--- config.mk ---
export PLATFORM = sky130hd
export DESIGN_NAME = contador_ms_objetivo
export DESIGN_NICKNAME = d
export VERILOG_FILES = /design/src/rtl/contador_ms_objetivo.sv
export SDC_FILE = /design/constraint.sdc
export NUM_CORES = 1
export LEC_CHECK = 0
export CAP_MARGIN = 5
export CORE_ASPECT_RATIO = 1.2
export CORE_MARGIN = 4
export CORE_UTILIZATION = 45
export CTS_BUF_LIST = sky130_fd_sc_hd__clkbuf_8
export DETAILED_ROUTE_END_ITERATION = 10
export GPL_ROUTABILITY_DRIVEN = 1
export PLACE_DENSITY_LB_ADDON = 0.2
export SYNTH_ARGS = -nofsm -noshare
export SYNTH_HDL_FRONTEND = slang
export SYNTH_SLANG_ARGS = --single-unit
export TNS_END_PERCENT = 20
--- constraint.sdc ---
create_clock -name clk -period 4.4 [get_ports clk]
set_clock_uncertainty 0.15 [all_clocks]
set_input_delay 0.44 -clock clk [delete_from_list [all_inputs] [get_ports clk]]
set_output_delay 0.44 -clock clk [all_outputs]
set_load 0.03 [all_outputs]
--- src/rtl/contador_ms_objetivo.sv ---
// Millisecond counter with a loadable target: counts whole milliseconds
// from a prescaled clock, pauses/resumes without losing sub-ms progress.
module contador_ms_objetivo #(
  parameter int DIV_MS = 100000
) (
  input  logic        clk,
  input  logic        rst,
  input  logic [15:0] objetivo,
  input  logic        carga,
  input  logic        inicio,
  input  logic        detener,
  output logic [15:0] cuenta,
  output logic        tick_ms,
  output logic        fin,
  output logic        ocupado,
  output logic [1:0]  estado
);

  localparam int PW = (DIV_MS > 2) ? $clog2(DIV_MS) : 1;
  // The tick is launched one cycle before presc shows DIV_MS-1, so the
  // registered tick_ms lines up with the last prescaler count of each ms.
  localparam logic [PW-1:0] PRESC_TICK = PW'(DIV_MS - 2);
  localparam logic [PW-1:0] PRESC_LAST = PW'(DIV_MS - 1);

  typedef enum logic [1:0] {
    REPOSO   = 2'b00,
    CONTANDO = 2'b01,
    PAUSA    = 2'b10,
    FIN      = 2'b11
  } estado_t;

  estado_t        r_estado;
  logic [15:0]    r_objetivo;
  logic [15:0]    r_cuenta;
  logic [PW-1:0]  r_presc;
  logic           r_tick;
  logic           r_fin;
  logic           r_ocupado;

  logic           w_tick_gen;
  logic           w_terminal;
  logic [PW-1:0]  w_presc_next;
  logic [15:0]    w_cuenta_inc;

  assign w_tick_gen   = (r_presc == PRESC_TICK);
  assign w_presc_next = (r_presc == PRESC_LAST) ? '0 : r_presc + PW'(1);
  assign w_cuenta_inc = r_cuenta + 16'd1;
  assign w_terminal   = (w_cuenta_inc == r_objetivo);

  always_ff @(posedge clk) begin
    if (rst) begin
      r_estado   <= REPOSO;
      r_objetivo <= '0;
      r_cuenta   <= '0;
      r_presc    <= '0;
      r_tick     <= 1'b0;
      r_fin      <= 1'b0;
      r_ocupado  <= 1'b0;
    end else begin
      r_tick <= 1'b0;
      r_fin  <= 1'b0;
      case (r_estado)
        REPOSO, FIN: begin
          // carga outranks inicio; detener has no meaning while idle
          if (carga) begin
            r_objetivo <= objetivo;
            r_cuenta   <= '0;
            r_presc    <= '0;
            r_estado   <= REPOSO;
            r_ocupado  <= 1'b0;
          end else if (inicio) begin
            r_cuenta <= '0;
            r_presc  <= '0;
            if (r_objetivo != 16'd0) begin
              r_estado  <= CONTANDO;
              r_ocupado <= 1'b1;
            end else begin
              r_estado  <= FIN;
              r_fin     <= 1'b1;
              r_ocupado <= 1'b0;
            end
          end
        end

        CONTANDO: begin
          // The detener cycle still counts, so a tick launched in it lands.
          r_presc <= w_presc_next;
          if (w_tick_gen) begin
            r_tick   <= 1'b1;
            r_cuenta <= w_cuenta_inc;
            if (w_terminal) begin
              r_estado  <= FIN;
              r_fin     <= 1'b1;
              r_ocupado <= 1'b0;
            end else if (detener) begin
              r_estado <= PAUSA;
            end
          end else if (detener) begin
            r_estado <= PAUSA;
          end
        end

        PAUSA: begin
          if (inicio && !detener) begin
            r_estado <= CONTANDO;
          end
        end

        default: begin
          r_estado  <= REPOSO;
          r_ocupado <= 1'b0;
        end
      endcase
    end
  end

  assign cuenta  = r_cuenta;
  assign tick_ms = r_tick;
  assign fin     = r_fin;
  assign ocupado = r_ocupado;
  assign estado  = r_estado;

endmodule

==> key figures, run 1 <==
Global routing
  – Pin count of the biggest net entering global routing: 25
  – First-pass GRT wire length: 13,460 um
  – Vias in the first global route: around 2,800
  – Total gr overflow: 0
  – Initial antenna violation count: 0
  – Global Route Usage Sum: between 10% and 20%

Logic synthesis
  – Syn_area_per_cell: roughly 8.0 um^2
  – Synth warnings: 0
  – Synth Instances: around 390
  – Sequential share of the synthesized area: about a third
  – Number of synthesized flops with an enable pin: 0
  – Syn Nets: around 420
  – Asr flop ratio synth: 0%
  – Yosys reg bits: 54
  – Yosys cell types: 54
  – Synth Cell Area: about 0.0031 mm^2
  – Top_reg_cell synth: dfxtp_1

Clock tree
  – # resized after CTS: 0
  – CTS tree: done
  – Root Buffer: clkbuf_8
  – Num CTS Buffers: 5
  – Clk pin slew, worst setup/hold paths: ~0.10 ns
  – # H-tree levels: 2
  – CTS max path bufs: 2
  – Clock sink total: 54
  – Cts-stage hold buffer count: 0
  – Post-CTS Setup Bufs: 0
  – Clk_lat worst skew: between 0.3 and 0.4 ns

Hold path
  – Hold Crit Start: r_objetivo[9]$_SDFFE_PP0P_
  – Min-Delay Path Class: reg2reg

Routing
  – Post-Route WL: a little under 8000 um
  – Highest metal used: met4
  – Routed WL per cell: between 15 and 20 um
  – Vias: 2,893
  – Initial drt markers: between 200 and 250
  – Via density: between 5 and 6
  – DR WL met3: 315 um
  – DRT met1 WL: ~3400 um
  – WL met2: between 4000 and 5000 um
  – Residual DRC count: 0
  – DRT antenna net count: 0
  – First-pass DRT Iterations: 4

Final layout
  – Synth-to-Final Area Change: 15.93%
  – # diodes: 0
  – Fillers: about 670
  – Final core utilization: approximately 53%
  – Layout Nets: 439
  – Layout cells sized above 1: around 6.5%

Placement
  – Post-DP HPWL: between 5000 and 6000 um
  – Port bufs: 41
  – RD Place Congestion: 0.9178

STA
  – Final setup TNS: 0 ns
  – Final hold violation count: 0
  – Period utilisation layout: 63.78%
  – # setup viols final: 0
  – Min Tclk post-route: around 2.8 ns
  – Final slew viol count: 0
  – Fmax: between 0.3 and 0.4 GHz
  – Slew @ Worst Pin: 1.130 ns
  – Slew headroom: between 20% and 30%
  – RSZ-0062 raised after global routing: false

Worst setup path
  – Origin of the critical flop-to-flop path: estado[0]$_SDFFE_PP0P_
  – CP arrival: 2.80 ns
  – Critical Path Source: estado[0]$_SDFFE_PP0P_
  – Worst-path fanout max: 11
  – Required @ worst endpoint: roughly 4.4 ns
  – Critical path class: reg2reg
  – Critical Path Source Type: flip-flop
  – Crit. End Element: flip-flop

Power and ir drop
  – Power Density: between 300 and 400 mW/mm^2
  – Static Leak: around 0.0011 uW
  – Max rail drop VDD: 0.1475 mV
  – Power Total: 1260 uW

Run status
  – Status: complete, no violations

Flow run
  – Number of max-cap violations: 0

Die
  – Core Footprint: 0.006813 mm^2
  – Die W: roughly 84 um
  – Row Count: 33
  – DIE AREA: 0.008349 mm^2
  – Ports: between 40 and 50
  – Initial Util: between 40 and 50%
  – Die height: around 99 um
flip-flops by register name, summed over array words and instances (netlist names):
name and cells:
ocupado 1, r_presc 17, cuenta 16, tick_ms 1
fin 1, r_objetivo 16, estado 2
Yosys cell counts (4+ instances only):
cell type,number,area (um^2)
nand2_1,56,210.2
dfxtp_1,54,1081
a21oi_1,38,190.2
nor2_1,33,123.9
xnor2_1,27,236.5
o21ai_0,17,85.08
nand3_1,13,65.06
nand4_1,13,81.33
a311oi_1,12,105.1
clkbuf_1,12,45.04
inv_1,9,33.78
nor3_1,8,40.04
or3_1,7,43.79
nor4_1,6,37.54
xor2_1,6,52.55
and3_1,5,31.28
buf_2,5,25.02
ha_1,5,62.56
a31oi_1,4,25.02
buf_4,4,30.03
nor4_2,4,50.05
placed cells by master, fill, tap and decap left out, types with 7 or more instances in the layout:
| cell type | synthesis | routed |
|---|---|---|
| nand2_1 | 56 | 56 |
| dfxtp_1 | 54 | 54 |
| clkdlybuf4s50_1 | 0 | 41 |
| a21oi_1 | 38 | 38 |
| nor2_1 | 33 | 33 |
| xnor2_1 | 27 | 27 |
| o21ai_0 | 17 | 17 |
| nand4_1 | 13 | 13 |
| nand3_1 | 13 | 13 |
| a311oi_1 | 12 | 12 |
| inv_1 | 9 | 10 |
| nor3_1 | 8 | 8 |
| or3_1 | 7 | 7 |
cell families (layout without fill, tap and decap cells):
logic type      count (synthesis)  after routing  synth area share (%)
flops                          54             54                 34.59
fa+ha+maj                       5              5                 2.002
xor+xnor                       33             33                 9.247
buf+inv                        34             59                 5.524
compound gates                 89             89                 18.57
simple gates                  174            174                 30.06
critical path, stage by stage, from the launching register on:
cell and delay [ns]:
dfxtp_1 0.39, inv_1 0.09, ha_1 0.39, or3b_2 0.25
o21ai_0 0.21, a21oi_1 0.93, a311oi_1 0.22
area by class of cell:
type                    count  area (um^2)  area share, %
clock buffers               5        68.82          1.899
multi-input cells         301         1872          51.66
well taps                  87        108.9          3.004
flip-flops and latches     54         1081          29.83
clock inverters             3        41.29          1.140
inverters                   9        33.78         0.9323
repair buffers             42        417.9          11.53
through the flow:
| step | hold WS [ns] | instance area (um^2) | cells | worst slack [ns] |
|---|---|---|---|---|
| final | 0.3407 | 3623 | 501 | 1.593 |
| after floorplan | 0.3052 | 3126 | 389 | 1.817 |
| after global routing | 0.3615 | 3623 | 501 | 1.376 |
| after global placement | 0.3219 | 3513 | 493 | 1.599 |
| after detailed placement | 0.3267 | 3513 | 493 | 1.537 |
| after CTS | 0.3422 | 3623 | 501 | 1.627 |
layer usage:
metal	GRT usage, %	vias up
li1	-	1449
met1	24.16	1383
met2	34.99	53
met3	2.651	8
met4	5.569	0
met5	0	-
worst paths after layout:
path,cells past startpoint,slack [ns],endpoint
worst max register to register,6,1.59,cuenta[5]$_SDFFE_PP0P_
worst min register to register,2,0.34,r_objetivo[9]$_SDFFE_PP0P_
worst min-delay path,2,0.34,r_objetivo[9]$_SDFFE_PP0P_
worst max-delay path,6,1.59,cuenta[5]$_SDFFE_PP0P_
power breakdown:
group	internal [uW]	switching, uW	leakage, uW
clock	168	171	0.0000556
combinational	131	237	0.000605
sequential	520	33.8	0.000438
total	819	441	0.00110
Power figures use the tool's default switching activity.
==> run 2: changes to the inputs <==
clock period = 2.5 ns   (was 4.4 ns; I/O delays follow)
==> key figures, run 2 (synthesis results as in run 1) <==
Die
  – Die W: 84.08 um (unchanged)
  – Die height: 99.30 um (unchanged)
  – DIE AREA: 0.008349 mm^2 (unchanged)
  – Ports: 42 (unchanged)
  – Row Count: 33 (unchanged)
  – Core Footprint: 0.006813 mm^2 (unchanged)
  – Initial Util: 45.88% (unchanged)

Global routing
  – Initial antenna violation count: 0 (unchanged)
  – Global Route Usage Sum: 19.90% (+0.44 points)
  – Vias in the first global route: 2,947 (+5.9%)
  – Total gr overflow: 0 (unchanged)
  – First-pass GRT wire length: 13,830 um (+2.8%)
  – Pin count of the biggest net entering global routing: 43 (+72%)

STA
  – # setup viols final: 0 (unchanged)
  – Final hold violation count: 0 (unchanged)
  – Fmax: 0.4102 GHz (+15%)
  – Slew @ Worst Pin: 0.6651 ns (-0.4651 ns)
  – Final hold slack: 0.3284 ns (-0.01237 ns)
  – Period utilisation layout: 97.51% (+34 points)
  – Slew headroom: 55.66% (+31 points)
  – Min Tclk post-route: 2.438 ns (-0.3687 ns)
  – RSZ-0062 raised after global routing: true
  – Final slew viol count: 0 (unchanged)

Routing
  – Vias: 2,963 (+2.4%)
  – Post-Route WL: 8111 um (+2.6%)
  – Via density: 5.612 (-2.8%)
  – DRT antenna net count: 0 (unchanged)
  – First-pass DRT Iterations: 4 (unchanged)
  – Residual DRC count: 0 (unchanged)
  – Routed WL per cell: 15.36 um (-2.6%)
  – Initial drt markers: 165 (-24%)

Final layout
  – Finished Cell Area: 0.003892 mm^2 (+7.4%)
  – Synth-to-Final Area Change: 24.54%
  – Layout cells sized above 1: 14.06% (+7.5 points)
  – Max reg flops: 17 (unchanged)
  – Most common cell after layout, fill and taps aside: nand2_1
  – # diodes: 0 (unchanged)
  – Final core utilization: 57.14% (+3.9 points)
  – Largest register by flop count: r_presc
  – Layout Nets: 467 (+6.4%)
  – Most frequent cells in the layout: nand2_1 (56), dfxtp_1 (51), clkdlybuf4s50_1 (41), a21oi_1 (37), nor2_1 (33)

Worst setup path
  – Slowest cell on the critical path: or4_4
  – Critical-path cell list: ha_1, nand3_2, or4_4, a211o_1, a21oi_1, nand4_1, o22ai_1
  – Worst-path fanout max: 4 (-7)
  – Required @ worst endpoint: 2.58 ns (-1.81 ns)
  – Crit. End Element: flip-flop
  – CP peak stage delay: 0.53 ns (-0.40 ns)
  – Critical path class: reg2reg
  – Critical Path Source Type: flip-flop
  – CP arrival: 2.52 ns (-0.28 ns)

Hold path
  – Min-Delay Path Class: in2reg

Clock tree
  – CTS tree: done
  – Clock sink total: 54 (unchanged)
  – Clk pin slew, worst setup/hold paths: 0.10 ns (about the same)
  – # H-tree levels: 2 (unchanged)
  – Num CTS Buffers: 5 (unchanged)
  – CTS max path bufs: 2 (unchanged)
  – Root Buffer: clkbuf_8
  – Clk_lat worst skew: 0.30 ns (about the same)
  – Post-CTS Setup Bufs: 0 (unchanged)

Placement
  – Placed cell areas: 0.003739 mm^2 (+6.4%)
  – RD Place Congestion: 0.8437 (-8.1%)
  – Post-DP HPWL: 6156 um (+6.1%)
  – Port bufs: 41 (unchanged)

Power and ir drop
  – Sw frac: 34.05% (-0.94 points)
  – Clock share of power: 26.5% (-0.4 points)
  – Power Density: 588.9 mW/mm^2 (+69%)
  – Static Leak: 0.001290 uW (+17%)
  – Max rail drop VDD: 0.2715 mV (+84%)
  – Sequential power share: 42.2% (-1.8 points)
  – Combinational fraction of design power: 31.2% (+2.0 points)
  – Psw: 780.4 uW (+77%)
  – Internal power: 1512 uW (+84%)

Run status
  – Status: complete, no violations

Flow run
  – Number of max-cap violations: 0 (unchanged)
## run 2: cell count changes in the layout (fill, tap and decap cells not counted), sizes merged
cell / before / now
clkinvlp: 1 / 0
inv: 10 / 9
clkbuf: 5 / 6
buf: 1 / 29
## run 2: metal layers
layer / global-route usage [%] / wire (um) / up-vias
met5: 0 / 0 / -
met4: 6.436 / 90 / 0
met2: 35.18 / 4240 / 42
met3: 2.734 / 262 / 9
li1: - / - / 1500
met1: 24.87 / 3518 / 1412
## run 2: layout make-up
class	instances	area (um^2)
multi-input cells	301	1912
well taps	87	108.9
flip-flops and latches	54	1085
inverters	9	33.78
clock buffers	6	82.58
fillers	644	2920
clock inverters	1	30.03
repair buffers	70	640.6
## run 2: path summary, 6_finish.rpt
kind / from / to / slack, ns / cells after the start
max: cuenta[0]$_SDFFE_PP0P_ / estado[0]$_SDFFE_PP0P_ / 0.06 / 7
min: objetivo[3] / r_objetivo[3]$_SDFFE_PP0P_ / 0.33 / 3
max reg2reg: cuenta[0]$_SDFFE_PP0P_ / estado[0]$_SDFFE_PP0P_ / 0.06 / 7
min reg2reg: r_objetivo[0]$_SDFFE_PP0P_ / r_objetivo[0]$_SDFFE_PP0P_ / 0.34 / 2
## run 2: what timing repair did
action / in CTS / in global routing
resized for setup: 1 / 7
pin swaps: 0 / 2
setup endpoints to repair: 11 / 10
hold buffers: 0 / 0
## run 2: critical path, delay by kind of cell (launching register included)
| kind | cells | cell delay, ns |
|---|---|---|
| compound gates | 3 | 0.72 |
| fa+ha+maj | 1 | 0.22 |
| flops | 1 | 0.37 |
| simple gates | 3 | 0.91 |
## run 2: power by group through the flow
| stage | Clock (uW) | Combinational, uW | Sequential, uW |
|---|---|---|---|
| 2_1_floorplan | 0 | 445 | 1010 |
| 3_3_place_gp | 0 | 695 | 987 |
| 3_5_place_dp | 0 | 696 | 989 |
| 4_1_cts | 626 | 708 | 969 |
| 5_1_grt | 653 | 790 | 978 |
| 6_report | 608 | 716 | 968 |
## run 2: through the flow
stage                     cells  TNS (ns)  total power, uW  setup slack, ns
after floorplan             389         0             1451          0.04555
after global placement      521   -0.9242             1682         -0.09036
after detailed placement    521   -0.8409             1685         -0.09448
after CTS                   528         0             2303          0.01862
after global routing        528  -0.05168             2421         -0.04837
final                       528         0             2292          0.06214
